### src/rtl/dist2_sorter_ctrl_if.sv
`default_nettype none
// ============================================================================
// Module   : dist2_sorter_ctrl_if
// Brief    : Stream, sorter-steering and result handshake bundle for the
//            dist2Sorter frame sequencer.
// Revision : 1.0  initial release
// ============================================================================
interface dist2_sorter_ctrl_if #(
    parameter int WIDTH  = 16,
    parameter int N_LOAD = 4
);
    logic                 s_valid;
    logic                 s_ready;
    logic [8*WIDTH-1:0]   s_data;
    logic [8*WIDTH-1:0]   sort_data;
    logic [N_LOAD-1:0]    load;
    logic                 sort_clr;
    logic                 m_valid;
    logic                 m_ready;

    // Controller side: consumes quads, drives the sorter and the result valid
    modport master (
        input  s_valid, s_data, m_ready,
        output s_ready, sort_data, load, sort_clr, m_valid
    );

    // Environment side: quad source, sorter and downstream detector
    modport slave (
        output s_valid, s_data, m_ready,
        input  s_ready, sort_data, load, sort_clr, m_valid
    );
endinterface
`default_nettype wire

### src/rtl/dist2_sorter_ctrl.sv
`default_nettype none
// ============================================================================
// Module   : dist2_sorter_ctrl
// Brief    : Frame sequencer for the dist2Sorter datapath. Clears the sorter,
//            steers N_LOAD symbol quads into it with a one-hot load strobe,
//            waits the sort latency and offers the result downstream.
//            Optional feature macro: CTRL_ABORT_EN (adds the abort input).
// Revision : 1.0  initial release
// ============================================================================
module dist2_sorter_ctrl #(
    parameter int WIDTH    = 16,
    parameter int N_LOAD   = 4,
    parameter int SORT_LAT = 3
) (
    input  logic                    clk,
    input  logic                    rst,
    dist2_sorter_ctrl_if.master     bus,
    output logic                    busy,
    output logic [15:0]             frame_cnt
`ifdef CTRL_ABORT_EN
    ,
    input  logic                    abort
`endif
);

    localparam int              c_IDX_W     = (N_LOAD > 1) ? $clog2(N_LOAD) : 1;
    localparam logic [c_IDX_W-1:0] c_LAST_IDX = c_IDX_W'(N_LOAD - 1);
    localparam logic [3:0]      c_LAST_WAIT = 4'(SORT_LAT - 1);

    localparam logic [2:0] c_S_IDLE  = 3'd0;
    localparam logic [2:0] c_S_CLEAR = 3'd1;
    localparam logic [2:0] c_S_LOAD  = 3'd2;
    localparam logic [2:0] c_S_WAIT  = 3'd3;
    localparam logic [2:0] c_S_OUT   = 3'd4;

    logic [2:0]          r_state;
    logic [2:0]          w_nextState;
    logic [c_IDX_W-1:0]  r_slotIdx;
    logic [c_IDX_W-1:0]  w_nSlotIdx;
    logic [3:0]          r_waitCnt;
    logic [3:0]          w_nWaitCnt;
    logic [8*WIDTH-1:0]  r_sortData;
    logic [8*WIDTH-1:0]  w_nSortData;
    logic [N_LOAD-1:0]   r_load;
    logic [N_LOAD-1:0]   w_nLoad;
    logic                r_sortClr;
    logic                w_nSortClr;
    logic                r_sReady;
    logic                w_nSReady;
    logic                r_mValid;
    logic                w_nMValid;
    logic                r_busy;
    logic                w_nBusy;
    logic [15:0]         r_frameCnt;
    logic [15:0]         w_nFrameCnt;

    logic                w_sHs;
    logic                w_mHs;
    logic                w_abort;

    // s_ready is only ever high in LOAD, m_valid only in OUT
    assign w_sHs = r_sReady && bus.s_valid;
    assign w_mHs = r_mValid && bus.m_ready;

`ifdef CTRL_ABORT_EN
    // Abort is meaningless while idle; elsewhere it pre-empts every handshake
    assign w_abort = abort && (r_state != c_S_IDLE);
`else
    assign w_abort = 1'b0;
`endif

    // State and all output/datapath registers
    always_ff @(posedge clk or posedge rst) begin
        if (rst) begin
            r_state    <= c_S_IDLE;
            r_slotIdx  <= '0;
            r_waitCnt  <= '0;
            r_sortData <= '0;
            r_load     <= '0;
            r_sortClr  <= 1'b0;
            r_sReady   <= 1'b0;
            r_mValid   <= 1'b0;
            r_busy     <= 1'b0;
            r_frameCnt <= '0;
        end else begin
            r_state    <= w_nextState;
            r_slotIdx  <= w_nSlotIdx;
            r_waitCnt  <= w_nWaitCnt;
            r_sortData <= w_nSortData;
            r_load     <= w_nLoad;
            r_sortClr  <= w_nSortClr;
            r_sReady   <= w_nSReady;
            r_mValid   <= w_nMValid;
            r_busy     <= w_nBusy;
            r_frameCnt <= w_nFrameCnt;
        end
    end

    // Frame sequencing: IDLE -> CLEAR -> LOAD -> WAIT -> OUT -> IDLE
    always_comb begin
        w_nextState = r_state;
        case (r_state)
            c_S_IDLE:  if (bus.s_valid)                            w_nextState = c_S_CLEAR;
            c_S_CLEAR:                                             w_nextState = c_S_LOAD;
            c_S_LOAD:  if (w_sHs && (r_slotIdx == c_LAST_IDX))     w_nextState = c_S_WAIT;
            c_S_WAIT:  if (r_waitCnt == c_LAST_WAIT)               w_nextState = c_S_OUT;
            c_S_OUT:   if (w_mHs)                                  w_nextState = c_S_IDLE;
            default:                                               w_nextState = c_S_IDLE;
        endcase
        if (w_abort) begin
            w_nextState = c_S_CLEAR;
        end
    end

    // Next values of the registered outputs; flags follow the state being entered
    always_comb begin
        w_nLoad     = '0;
        w_nSortClr  = (w_nextState == c_S_CLEAR);
        w_nSReady   = (w_nextState == c_S_LOAD);
        w_nMValid   = (w_nextState == c_S_OUT);
        w_nBusy     = (w_nextState != c_S_IDLE);
        w_nSortData = r_sortData;
        w_nSlotIdx  = r_slotIdx;
        w_nWaitCnt  = r_waitCnt;
        w_nFrameCnt = r_frameCnt;
        case (r_state)
            c_S_CLEAR: begin
                w_nSlotIdx = '0;
            end
            c_S_LOAD: begin
                // WAIT counts from the cycle the last strobe is on the bus
                w_nWaitCnt = '0;
                if (w_sHs) begin
                    w_nSortData = bus.s_data;
                    w_nLoad     = N_LOAD'(1) << r_slotIdx;
                    w_nSlotIdx  = r_slotIdx + c_IDX_W'(1);
                end
            end
            c_S_WAIT: begin
                w_nWaitCnt = r_waitCnt + 4'd1;
            end
            c_S_OUT: begin
                if (w_mHs) begin
                    w_nFrameCnt = r_frameCnt + 16'd1;
                end
            end
            default: begin
                w_nSlotIdx = r_slotIdx;
            end
        endcase
        // Abort discards the frame: no strobe, no count, data held
        if (w_abort) begin
            w_nLoad     = '0;
            w_nSortData = r_sortData;
            w_nSlotIdx  = '0;
            w_nWaitCnt  = '0;
            w_nFrameCnt = r_frameCnt;
        end
    end

    assign bus.s_ready   = r_sReady;
    assign bus.sort_data = r_sortData;
    assign bus.load      = r_load;
    assign bus.sort_clr  = r_sortClr;
    assign bus.m_valid   = r_mValid;
    assign busy          = r_busy;
    assign frame_cnt     = r_frameCnt;

endmodule
`default_nettype wire
### src/flat_wrapper.sv
// flat-port wrapper written by rule: the top's interface ports become plain ports
module dist2_sorter_ctrl_flat 
#(
    parameter int WIDTH    = 16,
    parameter int N_LOAD   = 4,
    parameter int SORT_LAT = 3
)
  (clk, rst, busy, frame_cnt, bus_s_valid, bus_s_data, bus_m_ready, bus_s_ready, bus_sort_data, bus_load, bus_sort_clr, bus_m_valid);
  dist2_sorter_ctrl_if #(.WIDTH(WIDTH), .N_LOAD(N_LOAD)) bus_i ();
  input  logic clk;
  input  logic rst;
  output logic busy;
  output logic [15:0] frame_cnt;
  input wire logic [$bits(bus_i.s_valid)-1:0] bus_s_valid;
  input wire logic [$bits(bus_i.s_data)-1:0] bus_s_data;
  input wire logic [$bits(bus_i.m_ready)-1:0] bus_m_ready;
  output wire logic [$bits(bus_i.s_ready)-1:0] bus_s_ready;
  output wire logic [$bits(bus_i.sort_data)-1:0] bus_sort_data;
  output wire logic [$bits(bus_i.load)-1:0] bus_load;
  output wire logic [$bits(bus_i.sort_clr)-1:0] bus_sort_clr;
  output wire logic [$bits(bus_i.m_valid)-1:0] bus_m_valid;
  assign bus_i.s_valid = bus_s_valid;
  assign bus_i.s_data = bus_s_data;
  assign bus_i.m_ready = bus_m_ready;
  assign bus_s_ready = bus_i.s_ready;
  assign bus_sort_data = bus_i.sort_data;
  assign bus_load = bus_i.load;
  assign bus_sort_clr = bus_i.sort_clr;
  assign bus_m_valid = bus_i.m_valid;
  dist2_sorter_ctrl #(.WIDTH(WIDTH), .N_LOAD(N_LOAD), .SORT_LAT(SORT_LAT)) u_core (.clk(clk), .rst(rst), .bus(bus_i), .busy(busy), .frame_cnt(frame_cnt));
endmodule
### config.mk
export PLATFORM = sky130hd
export DESIGN_NAME = dist2_sorter_ctrl_flat
export DESIGN_NICKNAME = d
export VERILOG_FILES = /design/src/rtl/dist2_sorter_ctrl_if.sv /design/src/rtl/dist2_sorter_ctrl.sv /design/src/flat_wrapper.sv
export SDC_FILE = /design/constraint.sdc
export NUM_CORES = 1
export LEC_CHECK = 0
export ABC_AREA = 1
export CELL_PAD_IN_SITES_DETAIL_PLACEMENT = 1
export CELL_PAD_IN_SITES_GLOBAL_PLACEMENT = 2
export CORE_ASPECT_RATIO = 1.75
export CORE_MARGIN = 4
export CORE_UTILIZATION = 24
export DETAILED_ROUTE_END_ITERATION = 6
export HOLD_SLACK_MARGIN = 0.03
export PLACE_DENSITY = 0.84
export RECOVER_POWER = 25
export SETUP_SLACK_MARGIN = 0.05
export SYNTH_ARGS = -nofsm -noshare
export SYNTH_HDL_FRONTEND = slang
export SYNTH_SLANG_ARGS = --single-unit
export TNS_END_PERCENT = 100
### constraint.sdc
create_clock -name clk -period 6.9 [get_ports clk]
set_input_delay 2.07 -clock clk [delete_from_list [all_inputs] [get_ports clk]]
set_output_delay 2.07 -clock clk [all_outputs]
set_load 0.005 [all_outputs]
**Word-level counts from Yosys, hierarchy flattened**

Index checks and enable logic that the tools add are counted.

- Equality and inequality tests: 10
- Mux-type cells: 10
- Reduce and logical (&&, ||, !) cells: 10
- Shift-type cells: 1
- Add/sub/neg operators: 3

Operators with widths:

| kind | number |
|---|---|
| $add A16 B1 Y16 const B | 1 |
| $pmux W3 S5 | 1 |
| $mux W3 | 4 |
| $eq A3 B2 Y1 const B | 3 |
| $mux W4 | 2 |
| $pmux W4 S2 | 1 |
| $eq A3 B1 Y1 const B | 2 |
| $eq A3 B3 Y1 const B | 2 |
| $reduce_and A2 Y1 | 3 |
| $add A4 B1 Y4 const B | 1 |
| $eq A4 B2 Y1 const B | 1 |
| $pmux W2 S2 | 1 |
| $reduce_bool A2 Y1 | 2 |
| $shl A1 B2 Y4 const A | 1 |
| $logic_and A1 B1 Y1 | 3 |
| $logic_not A3 Y1 | 1 |
| $reduce_bool A3 Y1 | 1 |
| $add A2 B1 Y2 const B | 1 |
| $eq A2 B2 Y1 const B | 1 |
| $mux W2 | 1 |
| $ne A2 B1 Y1 const B | 1 |

- Register bits: 161
- Logic and storage cells: 44
- Output and inout port bits: 152
- Input port bits: 132

**Depth between registers and ports, before layout**

- Word-level depth: 5
- Gate-level depth with buffers: 9
- Mapped depth without buffers: 8

**Worst setup path after synthesis**

OpenSTA, ideal clock, no wires.

- Kind: input to register
- Start: input bus_s_valid
- End: register u_core.r_sortData[18] (netlist: u_core.bus.sort_data[18])
- Required time: 6.784 ns
- Slack: 4.056 ns
- Cell stages on the path: 7
- Data arrival time: 2.727 ns
- Library setup time: 0.116 ns
- Buffers on the path: 2
- Cells stage by stage: nand2_1 -> nor2_4 -> inv_2 -> buf_4 -> buf_6 -> nand2_1 -> nand2_1

- Word-level cells in the longest chain between the ends: 2

RTL lines:

| item | line | source |
|---|---|---|
| from (decl) | flat_wrapper.sv:14 | `input wire logic [$bits(bus_i.s_valid)-1:0] bus_s_valid;` |
| $logic_and A1 B1 Y1 | dist2_sorter_ctrl.sv:62 | `assign w_sHs = r_sReady && bus.s_valid;` |
| $reduce_and A2 Y1 (no source line) | n/a |  |
| to (signal assigned) | dist2_sorter_ctrl.sv:89 | `r_sortData <= w_nSortData;` |
| to (decl) | dist2_sorter_ctrl.sv:42 | `logic [8*WIDTH-1:0] r_sortData;` |

No other way between the ends.
A chain may end at the register's enable or synchronous reset.

==> impl_metrics.env <==
export IMPL_cts_root_buffer="clkbuf_16"
export IMPL_numCtsBuffers=17
export IMPL_areaGrowthSynthToFinish_pct=55.9
export IMPL_mostFrequentLayoutCells="nand2_1 (443), clkdlybuf4s50_1 (280), dfrtp_1 (161)"
export IMPL_initial_utilization=0.245
export IMPL_leakagePower_nw=4.89
export IMPL_die_area_um2=30100
export IMPL_cts_tree="built"
export IMPL_placed_cell_area_um2=9600
export IMPL_drv_slew=77
export IMPL_clock_sinks=161
export IMPL_antenna_found_initial=6
export IMPL_yosys_cell_types_count=21
export IMPL_grt_use_total=0.149
export IMPL_mostFrequentLayoutCell="nand2_1"
export IMPL_tightest_slew_ns=1.96
export IMPL_hold_slack_ns=0.466
export IMPL_dieWidth_um=133
export IMPL_rsz0062_at_grt="false"
export IMPL_grt_pass1_vias=5989
export IMPL_setup_viol=0
export IMPL_core_area_um2=26800
export IMPL_drt_wl_total_um=22200
export IMPL_fin_skew_ns=0.00598
export IMPL_grt_pass1_wl_um=34400
export IMPL_clock_latency_ns=0.44
export IMPL_tns_ns=0
export IMPL_grt_max_degree=87
export IMPL_fin_nets=1152
export IMPL_port_buffers=283
export IMPL_dieHeight_um=227
export IMPL_cp_end_kind="async pin"
export IMPL_postRouteAntennaNets=0
export IMPL_yosysWarnings=0
export IMPL_fmax_mhz=213
export IMPL_syn_num_nets=875
export IMPL_via_per_inst=4.14
export IMPL_place_hpwl_um=15900
export IMPL_maxCapViolations=1
export IMPL_cts_hold_buf=0
export IMPL_slew_headroom=-0.304
export IMPL_layout_drive_gt1_share=0.0400
export IMPL_fin_cells=1393
export IMPL_crit_path_max_fanout=86
export IMPL_dr_pass1_iters=5
export IMPL_hold_viol=0
export IMPL_pin_count=284
export IMPL_place_congestion=0.755
export IMPL_fin_crit_ns=4.69
export IMPL_synth_seq_area_share=0.615
export IMPL_synth_area_um2=6550
export IMPL_p_per_area_nw_per_um2=387
export IMPL_peakVddDrop_mv=0.209
export IMPL_r2r_slack_ns=4.20
export IMPL_setup_worst_path_class="input port to async pin"
export IMPL_wire_per_inst_um=15.9
export IMPL_rows=79
export IMPL_clock_path_buffers=2
export IMPL_violations="capacitance limit, slew limit"
export IMPL_post_cts_buffers=0
export IMPL_grt_ovfl_total=0
export IMPL_cts_resized=0
export IMPL_holdCritPathClass="register to register"
export IMPL_avgSynthCellArea_um2=8.90
export IMPL_clk_transition_reported_paths_ns=0.06
export IMPL_cp_arrival_ns=4.85
export IMPL_drtIter0Drc=226
export IMPL_num_fill_cells=3098
export IMPL_syn_inst=736
export IMPL_via_count=5768
export IMPL_required_ns=7.07
export IMPL_ys_ff_latch=161
export IMPL_period_share=0.679
export IMPL_start_kind="input port"
export IMPL_dp_cells=1358
export IMPL_drc=0
export IMPL_htree_levels=4
export IMPL_outcome="finished with violations"
export IMPL_fin_area_um2=10200
## critical path: stages
cell           delay [ns]
dlygate4sd3_1        0.59
inv_6                0.56
clkbuf_2             1.53
## synthesized netlist by cell type
library cell,count,area (um2)
a21oi_1,2,10.0
buf_2,3,15.0
buf_4,2,15.0
buf_6,23,259
clkbuf_1,1,3.75
dfrtp_1,161,4030
ha_1,7,87.6
inv_1,24,90.1
inv_2,2,7.51
nand2_1,443,1660
nand2_2,1,6.26
nand3_1,10,50.1
nand3b_1,2,15.0
nand4_1,6,37.5
nor2_1,25,93.8
nor2_4,2,22.5
nor3_1,2,10.0
o21ai_0,10,50.1
o22ai_1,1,6.26
xnor2_1,4,35.0
xor2_1,5,43.8
## per-layer routing
layer	vias to the layer above	routed length (um)	GRT usage	part of all wire
li1	2783	-	-	-
met1	2764	8060	0.153	0.36
met2	168	12200	0.274	0.55
met3	45	1270	0.0453	0.057
met4	8	597	0.0711	0.027
met5	-	55	0	0.0025
## area by class of cell
cell class	count	area, um2	share of cell area
diodes	3	7.51	0.000735
clock buffers	21	470	0.0461
clock inverters	11	154	0.0151
inverters	26	105	0.0103
multi-input cells	520	2130	0.209
flip-flops and latches	161	4030	0.395
well taps	364	455	0.0446
repair buffers	287	2860	0.280
## registers in the layout, indices dropped and copies added (netlist names)
| register | count |
|---|---|
| u_core.bus.load | 4 |
| u_core.bus.sort_clr | 1 |
| u_core.busy | 1 |
| u_core.bus.s_ready | 1 |
| u_core.bus.m_valid | 1 |
| u_core.r_state | 3 |
| u_core.frame_cnt | 16 |
| u_core.r_slotIdx | 2 |
| u_core.r_waitCnt | 4 |
| u_core.bus.sort_data | 128 |
## final timing paths
check / to / depth (start not counted) / from
hold reg to reg: u_core.bus.sort_data[16]$_DFFE_PP0P_ / 2 / u_core.bus.sort_data[16]$_DFFE_PP0P_
setup / recovery: u_core.bus.sort_data[69]$_DFFE_PP0P_ / 3 / rst
hold / removal: u_core.bus.sort_data[16]$_DFFE_PP0P_ / 2 / u_core.bus.sort_data[16]$_DFFE_PP0P_
setup reg to reg: u_core.bus.sort_data[126]$_DFFE_PP0P_ / 9 / u_core.r_state[1]$_DFF_PP0_
min in group asynchronous: u_core.bus.sort_data[116]$_DFFE_PP0P_ / 2 / rst
max in group clk: u_core.bus.sort_data[126]$_DFFE_PP0P_ / 8 / bus_s_valid
## power breakdown
group | internal (W) | total (W) | switching (W)
Sequential | 0.00130 | 0.00150 | 0.000197
Combinational | 0.000808 | 0.00144 | 0.000628
Clock | 0.000601 | 0.00101 | 0.000412
Total | 0.00271 | 0.00395 | 0.00124
## cell families (layout without fill, tap and decap cells)
kind of cell | count (synthesis) | after routing | share of synthesized area
buffers and inverters | 55 | 345 | 0.0596
other | 0 | 3 | 0
and+or+nand+nor | 491 | 491 | 0.290
adders and majority gates | 7 | 7 | 0.0134
DFF | 161 | 161 | 0.615
xor gates and xnor gates | 9 | 9 | 0.0120
AOI/OAI and AO/OA | 13 | 13 | 0.0101
## stage by stage
step | setup slack (ns) | utilization | total power, W
floorplan | 0.482 | - | 0.00206
global placement | 2.25 | 0.358 | 0.00295
detailed placement | 2.20 | 0.358 | 0.00299
CTS | 2.65 | 0.382 | 0.00404
global route | 1.61 | 0.381 | 0.00423
finish | 2.21 | 0.381 | 0.00395
No activity file was read; power rests on OpenSTA's default activity.
